**src/rtl/fetch_unit_pkg.sv**
```systemverilog
`default_nettype none
// +----------------------------------------------------------------------+
// | fetch_unit_pkg                                                       |
// | Shared types and constants for the rv32e instruction fetch stage.    |
// | Revision: 1.0                                                        |
// +----------------------------------------------------------------------+
package fetch_unit_pkg;

   typedef enum logic [1:0] {
      BOOT  = 2'd0,
      RUN   = 2'd1,
      FAULT = 2'd2
   } fetch_state;

   localparam int unsigned INSTRUCTION_BYTES = 4;
   localparam int unsigned WORD_BITS         = 8 * INSTRUCTION_BYTES;

endpackage
`default_nettype wire

```
**src/rtl/skid_buffer_port.sv**
```systemverilog
`default_nettype none
// +----------------------------------------------------------------------+
// | skid_buffer_port                                                     |
// | Valid/ready handshake bundle; downstream is the producing side.      |
// | Revision: 1.0                                                        |
// +----------------------------------------------------------------------+
interface skid_buffer_port #(
   parameter int unsigned WIDTH = 32
);
   logic             valid;
   logic             ready;
   logic [WIDTH-1:0] data;

   modport downstream (output valid, output data, input ready);
   modport upstream   (input valid, input data, output ready);
endinterface
`default_nettype wire

```
**src/rtl/fetch_queue.sv**
```systemverilog
`default_nettype none
// +----------------------------------------------------------------------+
// | fetch_queue                                                          |
// | Synchronous FIFO with push, pop and flush (flush beats push).        |
// | Revision: 1.0                                                        |
// +----------------------------------------------------------------------+
module fetch_queue
   import fetch_unit_pkg::*;
#(
   parameter int unsigned QUEUE_DEPTH = 2,
   parameter int unsigned WIDTH       = WORD_BITS
) (
   input  logic                         clock,
   input  logic                         reset,
   input  logic                         push,
   input  logic [WIDTH-1:0]             push_data,
   input  logic                         pop,
   input  logic                         flush,
   output logic [$clog2(QUEUE_DEPTH):0] count,
   output logic                         empty,
   output logic [WIDTH-1:0]             head
);

   localparam int unsigned c_idx_w = $clog2(QUEUE_DEPTH);
   localparam int unsigned c_ptr_w = c_idx_w + 1;

   logic [c_ptr_w-1:0] r_wr_ptr;
   logic [c_ptr_w-1:0] r_rd_ptr;
   logic [WIDTH-1:0]   r_mem [QUEUE_DEPTH];
   logic               w_do_push;
   logic               w_do_pop;

   assign w_do_push = push && !flush;
   assign w_do_pop  = pop && !empty;

   // The extra pointer bit tells full from empty when the indices match.
   always_ff @(posedge clock or negedge reset) begin
      if (!reset) begin
         r_wr_ptr <= '0;
         r_rd_ptr <= '0;
      end else if (flush) begin
         r_wr_ptr <= '0;
         r_rd_ptr <= '0;
      end else begin
         if (w_do_push) begin
            r_wr_ptr <= r_wr_ptr + c_ptr_w'(1);
         end
         if (w_do_pop) begin
            r_rd_ptr <= r_rd_ptr + c_ptr_w'(1);
         end
      end
   end

   always_ff @(posedge clock) begin
      if (w_do_push) begin
         r_mem[r_wr_ptr[c_idx_w-1:0]] <= push_data;
      end
   end

   assign count = r_wr_ptr - r_rd_ptr;
   assign empty = (count == '0);
   assign head  = r_mem[r_rd_ptr[c_idx_w-1:0]];

endmodule
`default_nettype wire

```
**src/rtl/fetch_unit.sv**
```systemverilog
`default_nettype none
// +----------------------------------------------------------------------+
// | fetch_unit                                                           |
// | rv32e fetch stage: PC, imem read issue, queue toward decode.         |
// | Option macro: FETCH_ALIGN_CHECK_EN (misaligned redirect -> FAULT).   |
// | Revision: 1.0                                                        |
// +----------------------------------------------------------------------+
module fetch_unit
   import fetch_unit_pkg::*;
#(
   parameter logic [31:0] RESET_VECTOR = 32'h0000_0000,
   parameter int unsigned QUEUE_DEPTH  = 2
) (
   input  logic                       clock,
   input  logic                       reset,
   skid_buffer_port.downstream        to_decode,
   output logic                       imem_req_valid,
   input  logic                       imem_req_ready,
   output logic [31:0]                imem_addr,
   input  logic                       imem_resp_valid,
   input  logic [31:0]                imem_resp_data,
   input  logic                       redirect_valid,
   input  logic [31:0]                redirect_target,
   output logic                       fetch_fault
);

   localparam int unsigned         c_cnt_w = $clog2(QUEUE_DEPTH) + 1;
   localparam logic [c_cnt_w:0]    c_depth = (c_cnt_w + 1)'(QUEUE_DEPTH);

   fetch_state         r_state;
   logic [31:0]        r_pc;
   logic [c_cnt_w-1:0] r_outstanding;
   logic [c_cnt_w-1:0] r_drop;

   logic [c_cnt_w-1:0] w_outstanding_next;
   logic [c_cnt_w-1:0] w_count;
   logic               w_empty;
   logic [31:0]        w_head;
   logic               w_req_fire;
   logic               w_push;
   logic               w_pop;
   logic               w_flush;
   logic               w_redirect;
   logic               w_misaligned;
   logic [31:0]        w_target;

`ifdef FETCH_ALIGN_CHECK_EN
   assign w_misaligned = (redirect_target[1:0] != 2'b00);
   assign fetch_fault  = (r_state == FAULT);
`else
   assign w_misaligned = 1'b0;
   assign fetch_fault  = 1'b0;
`endif

   assign w_target   = redirect_target & ~32'h0000_0003;
   assign w_redirect = (r_state == RUN) && redirect_valid;

   // Issue only while every in-flight word is guaranteed a queue slot.
   assign imem_req_valid = (r_state == RUN) &&
                           (({1'b0, r_outstanding} + {1'b0, w_count}) < c_depth);
   assign imem_addr      = r_pc;
   assign w_req_fire     = imem_req_valid && imem_req_ready;

   assign w_outstanding_next = r_outstanding + c_cnt_w'(w_req_fire)
                                             - c_cnt_w'(imem_resp_valid);

   assign w_push  = imem_resp_valid && (r_drop == '0);
   assign w_pop   = to_decode.valid && to_decode.ready;
   assign w_flush = w_redirect || (r_state == FAULT);

   fetch_queue #(
      .QUEUE_DEPTH (QUEUE_DEPTH),
      .WIDTH       (WORD_BITS)
   ) u_queue (
      .clock     (clock),
      .reset     (reset),
      .push      (w_push),
      .push_data (imem_resp_data),
      .pop       (w_pop),
      .flush     (w_flush),
      .count     (w_count),
      .empty     (w_empty),
      .head      (w_head)
   );

   assign to_decode.valid = !w_empty;
   assign to_decode.data  = w_head;

   always_ff @(posedge clock or negedge reset) begin
      if (!reset) begin
         r_state       <= BOOT;
         r_pc          <= RESET_VECTOR;
         r_outstanding <= '0;
         r_drop        <= '0;
      end else begin
         r_outstanding <= w_outstanding_next;
         if (imem_resp_valid && (r_drop != '0)) begin
            r_drop <= r_drop - c_cnt_w'(1);
         end
         if (w_req_fire) begin
            r_pc <= r_pc + 32'(INSTRUCTION_BYTES);
         end
         case (r_state)
            BOOT: begin
               r_state <= RUN;
            end
            RUN: begin
               // Every word still owed by memory after this edge is stale.
               if (w_redirect) begin
                  r_drop <= w_outstanding_next;
                  r_pc   <= w_target;
                  if (w_misaligned) begin
                     r_state <= FAULT;
                  end
               end
            end
            FAULT: begin
               r_state <= FAULT;
            end
            default: begin
               r_state <= BOOT;
            end
         endcase
      end
   end

endmodule
`default_nettype wire
```
**src/flat_wrapper.sv**
```systemverilog
// flat-port wrapper written by rule: the top's interface ports become plain ports
module fetch_unit_flat import fetch_unit_pkg::*;
#(
   parameter logic [31:0] RESET_VECTOR = 32'h0000_0000,
   parameter int unsigned QUEUE_DEPTH  = 2
)
  (clock, reset, imem_req_valid, imem_req_ready, imem_addr, imem_resp_valid, imem_resp_data, redirect_valid, redirect_target, fetch_fault, to_decode_valid, to_decode_data, to_decode_ready);
  skid_buffer_port to_decode_i ();
  input  logic clock;
  input  logic reset;
  output logic imem_req_valid;
  input  logic imem_req_ready;
  output logic [31:0] imem_addr;
  input  logic imem_resp_valid;
  input  logic [31:0] imem_resp_data;
  input  logic redirect_valid;
  input  logic [31:0] redirect_target;
  output logic fetch_fault;
  output wire logic [$bits(to_decode_i.valid)-1:0] to_decode_valid;
  output wire logic [$bits(to_decode_i.data)-1:0] to_decode_data;
  input wire logic [$bits(to_decode_i.ready)-1:0] to_decode_ready;
  assign to_decode_valid = to_decode_i.valid;
  assign to_decode_data = to_decode_i.data;
  assign to_decode_i.ready = to_decode_ready;
  fetch_unit #(.RESET_VECTOR(RESET_VECTOR), .QUEUE_DEPTH(QUEUE_DEPTH)) u_core (.clock(clock), .reset(reset), .to_decode(to_decode_i), .imem_req_valid(imem_req_valid), .imem_req_ready(imem_req_ready), .imem_addr(imem_addr), .imem_resp_valid(imem_resp_valid), .imem_resp_data(imem_resp_data), .redirect_valid(redirect_valid), .redirect_target(redirect_target), .fetch_fault(fetch_fault));
endmodule
```
**config.mk**
```make
export PLATFORM = sky130hd
export DESIGN_NAME = fetch_unit_flat
export DESIGN_NICKNAME = d
export VERILOG_FILES = /design/src/rtl/fetch_unit_pkg.sv /design/src/rtl/skid_buffer_port.sv /design/src/rtl/fetch_queue.sv /design/src/rtl/fetch_unit.sv /design/src/flat_wrapper.sv
export SDC_FILE = /design/constraint.sdc
export NUM_CORES = 1
export LEC_CHECK = 0
export ABC_CLOCK_PERIOD_IN_PS = 12250
export CORE_ASPECT_RATIO = 0.7
export CORE_MARGIN = 10
export CORE_UTILIZATION = 25
export DETAILED_ROUTE_END_ITERATION = 6
export PLACE_DENSITY = 0.52
export SLEW_MARGIN = 20
export SYNTH_ARGS = -nofsm -noshare
export SYNTH_HDL_FRONTEND = slang
export SYNTH_HIERARCHICAL = 1
export SYNTH_SLANG_ARGS = --single-unit
```
**constraint.sdc**
```tcl
create_clock -name clock -period 12.25 [get_ports clock]
set_clock_uncertainty 0.2 [all_clocks]
set_input_delay 1.225 -clock clock [delete_from_list [all_inputs] [get_ports clock]]
set_output_delay 1.225 -clock clock [all_outputs]
set_load 0.01 [all_outputs]
```
==> flow_metrics.py <==
metrics = {
    "detailed_routing": {
        "drt-initial-drc-count": 197,
        "detailed_route_drc_error_count": 0,
        "routedWlPerCell_um": 17.0,
        "avgViaCountPerCell": 4.37,
        "route.antenna.remaining_nets": 0,
        "drt_pass1_iterations": 4,
        "vias": 3233,
        "postRouteWirelength_um": 12600,
    },
    "grt": {
        "antenna_found_initial": 0,
        "grt_pass1_vias": 3411,
        "largest_net_degree_at_the_start_of_global_routing": 63,
        "grt_first_pass_wirelength_um": 19800,
        "overflow_left_after_global_routing": 0,
        "total_routing_usage_gr": 0.101,
    },
    "timing": {
        "clock_period_minus_final_worst_setup_slack_ns": 5.07,
        "rsz0062_at_grt": "no",
        "tightest_slew_ns": 1.09,
        "post-route-period-util": 0.414,
        "finalHoldViolCount": 0,
        "fmaxAchievable_mhz": 197,
        "drv_slew": 0,
        "max_transition_margin": 0.268,
        "worst_hold_slack_ns": 0.298,
        "tns_ns": 0,
        "setup_violations": 0,
    },
    "logic_synthesis": {
        "netlist-cell-type-count": 48,
        "synth_top_flop_cell": "sky130_fd_sc_hd__edfxtp_1",
        "yosysSeqAreaShare": 0.611,
        "ys_seq_elements": 104,
        "synthCells": 365,
        "synth.yosys.warnings": 6,
        "synth-async-reset-ratio": 0.385,
        "post_synth_edffs": 64,
        "syn_area_per_cell_um2": 13.1,
        "netlist_area_pre_place_um2": 4780,
    },
    "place": {
        "place_hpwl_um": 9220,
        "numPortBuffers": 131,
        "place.gp.congestion": 0.781,
    },
    "critical_path": {
        "worst-endpoint-required_ns": 10.82,
        "type_of_the_worst_setup_path": "register to output port",
        "path_max_fanout": 38,
        "arrival_ns": 3.65,
        "critPathLaunchType": "register",
        "cp-end-kind": "output port",
    },
    "clock_network": {
        "worst_setup_hold_path_clk_slew_ns": 0.07,
        "post-cts-setup-buffer-count": 0,
        "ctsResizeCount": 0,
        "ctsLongestPathBuffers": 2,
        "tritoncts": "built",
        "skew_pair_late_insertion_delay_ns": 0.34,
        "clockRootBuffer": "sky130_fd_sc_hd__clkbuf_16",
        "clock-sinks": 104,
        "clock_tree.htree_level_count": 3,
        "cts_buffers": 9,
        "holdBufCountCts": 0,
    },
    "cells_and_area": {
        "drive_gt1_frac": 0.147,
        "n_antenna_cell": 0,
        "fin_nets": 569,
        "syn2layout_area_growth_pct": 37.6,
    },
    "floorplan": {
        "number_of_cell_rows": 42,
        "fp.dieH_um": 136,
        "start_util": 0.254,
        "die_ar_um2": 25200,
        "coreArea_um2": 18900,
        "die_width_um": 185,
        "top_level_ports": 137,
    },
    "pwr": {
        "cellInternalPower_uw": 774,
        "netSwitchingPower_uw": 357,
        "pwr-share-clk": 0.241,
        "p_comb_frac": 0.348,
        "report.power.total_mw": 1.13,
        "power.density_nw_per_um2": 172,
        "power_leakage_nw": 2.34,
        "sw_frac_of_total": 0.316,
        "seq_power_share": 0.411,
        "vdd.ir_drop.worst_uv": 69.0,
    },
    "worst_hold_path": {
        "worstHoldPathType": "register to register",
    },
    "flow_run": {
        "max-cap-violations": 0,
    },
    "outcome": {
        "status": "complete, no violations",
    },
}
## layout make-up
class / count / area (um2)
well taps: 242 / 303
flip-flops and latches: 104 / 2920
clock buffers: 10 / 229
fillers: 1833 / 12300
multi-input cells: 233 / 1710
repair buffers: 133 / 1320
inverters: 12 / 45.0
clock inverters: 6 / 53.8
## synthesized netlist by cell type, types with 2 or more instances
library cell / n / area (um2)
sky130_fd_sc_hd__nand3_2: 2 / 20.0
sky130_fd_sc_hd__buf_6: 5 / 56.3
sky130_fd_sc_hd__o21ai_1: 13 / 65.1
sky130_fd_sc_hd__a31oi_1: 2 / 12.5
sky130_fd_sc_hd__nand3b_1: 2 / 15.0
sky130_fd_sc_hd__nor4_4: 3 / 63.8
sky130_fd_sc_hd__o21ai_2: 2 / 17.5
sky130_fd_sc_hd__nor3_1: 9 / 45.0
sky130_fd_sc_hd__nor2_1: 16 / 60.1
sky130_fd_sc_hd__nand2_1: 41 / 154
sky130_fd_sc_hd__xor2_1: 6 / 52.6
sky130_fd_sc_hd__xnor2_1: 28 / 245
sky130_fd_sc_hd__nand3_1: 10 / 50.1
sky130_fd_sc_hd__nor3b_1: 3 / 22.5
sky130_fd_sc_hd__and3_1: 4 / 25.0
sky130_fd_sc_hd__buf_4: 3 / 22.5
sky130_fd_sc_hd__mux2_2: 32 / 360
sky130_fd_sc_hd__inv_1: 12 / 45.0
sky130_fd_sc_hd__nand4_4: 2 / 42.5
sky130_fd_sc_hd__ha_1: 5 / 62.6
sky130_fd_sc_hd__o21ai_0: 16 / 80.1
sky130_fd_sc_hd__nor4_1: 3 / 18.8
sky130_fd_sc_hd__edfxtp_1: 64 / 1920
sky130_fd_sc_hd__and4_1: 3 / 26.3
sky130_fd_sc_hd__and3_2: 2 / 15.0
sky130_fd_sc_hd__and2_1: 4 / 25.0
sky130_fd_sc_hd__nand4_1: 5 / 31.3
sky130_fd_sc_hd__clkbuf_1: 7 / 26.3
sky130_fd_sc_hd__a21oi_1: 2 / 10.0
sky130_fd_sc_hd__a21oi_2: 2 / 17.5
sky130_fd_sc_hd__dfrtp_1: 40 / 1000
## stage by stage
step           worst slack (ns)   util  instances  instance area, um2
2_1_floorplan              7.61      -        367                4790
3_3_place_gp               7.51  0.334        724                6300
3_5_place_dp               7.46  0.334        724                6300
4_1_cts                    7.08  0.349        740                6580
5_1_grt                    6.90  0.349        740                6580
6_report                   7.18  0.349        740                6580
## power by group through the flow
stage	clock network, mW	logic (mW)	registers, mW
3_5_place_dp	0	0.401	0.476
3_3_place_gp	0	0.398	0.473
2_1_floorplan	0	0.242	0.450
5_1_grt	0.300	0.432	0.474
6_report	0.273	0.394	0.465
4_1_cts	0.288	0.403	0.468
## critical path: stages (launching register included)
cell and delay, ns:
sky130_fd_sc_hd__dfrtp_2 0.97, sky130_fd_sc_hd__ha_1 0.43, sky130_fd_sc_hd__inv_1 0.09, sky130_fd_sc_hd__and2_1 0.13, sky130_fd_sc_hd__fa_1 0.45, sky130_fd_sc_hd__nor4b_4 0.57, sky130_fd_sc_hd__clkdlybuf4s50_1 0.67
## path summary, 6_finish.rpt
check	from	endpoint	slack [ns]	depth (start not counted)
max in group asynchronous	reset	u_core/u_queue/r_rd_ptr[0]	10.38	1
min	u_core/r_state[0]	u_core/r_state[1]	0.30	1
min reg2reg	u_core/r_state[0]	u_core/r_state[1]	0.30	1
max	u_core/u_queue/r_rd_ptr[0]	imem_req_valid	7.18	6
max reg2reg	u_core/u_queue/r_rd_ptr[0]	u_core/r_drop[1]	8.00	13
min in group asynchronous	reset	u_core/imem_addr[24]	0.81	1
## kinds of logic (layout without fill, tap and decap cells)
logic type / Yosys count / count (layout) / share of synthesized area
compound gates: 40 / 40 / 0.0492
xor+xnor: 34 / 34 / 0.0623
fa+ha+maj: 6 / 6 / 0.0173
buf+inv: 30 / 161 / 0.0366
flops: 104 / 104 / 0.611
mux: 33 / 33 / 0.0774
other cells: 1 / 3 / 0.000784
simple gates: 117 / 117 / 0.145
## routing by layer
metal | vias to the layer above | track usage | wire length, um
met2 | 61 | 0.171 | 6420
met4 | 0 | 0.0324 | 157
met5 | - | 0 | 0
met3 | 10 | 0.0263 | 611
met1 | 1602 | 0.124 | 5420
li1 | 1560 | - | -
## registers in the layout, indices dropped and copies added, names as in the netlist
register and count:
u_core/u_queue/r_mem 64, u_core/r_state 2, u_core/r_outstanding 2, u_core/u_queue/r_wr_ptr 2
u_core/u_queue/r_rd_ptr 2, u_core/r_drop 2, u_core/imem_addr 30
## layout by cell type (no fill, tap or decap), types with 4 or more instances in the layout
| master | n |
|---|---|
| sky130_fd_sc_hd__nor2_1 | 16 |
| sky130_fd_sc_hd__o21ai_1 | 13 |
| sky130_fd_sc_hd__nand2_1 | 41 |
| sky130_fd_sc_hd__nor3_1 | 9 |
| sky130_fd_sc_hd__o21ai_0 | 16 |
| sky130_fd_sc_hd__clkbuf_16 | 9 |
| sky130_fd_sc_hd__ha_1 | 5 |
| sky130_fd_sc_hd__xnor2_1 | 28 |
| sky130_fd_sc_hd__xor2_1 | 6 |
| sky130_fd_sc_hd__clkinv_4 | 4 |
| sky130_fd_sc_hd__nand3_1 | 10 |
| sky130_fd_sc_hd__nand4_1 | 5 |
| sky130_fd_sc_hd__and2_1 | 4 |
| sky130_fd_sc_hd__mux2_2 | 32 |
| sky130_fd_sc_hd__dfrtp_1 | 39 |
| sky130_fd_sc_hd__and3_1 | 4 |
| sky130_fd_sc_hd__inv_1 | 12 |
| sky130_fd_sc_hd__edfxtp_1 | 64 |
| sky130_fd_sc_hd__clkdlybuf4s50_1 | 130 |
Note: power is estimated with default switching activity, not from simulation.
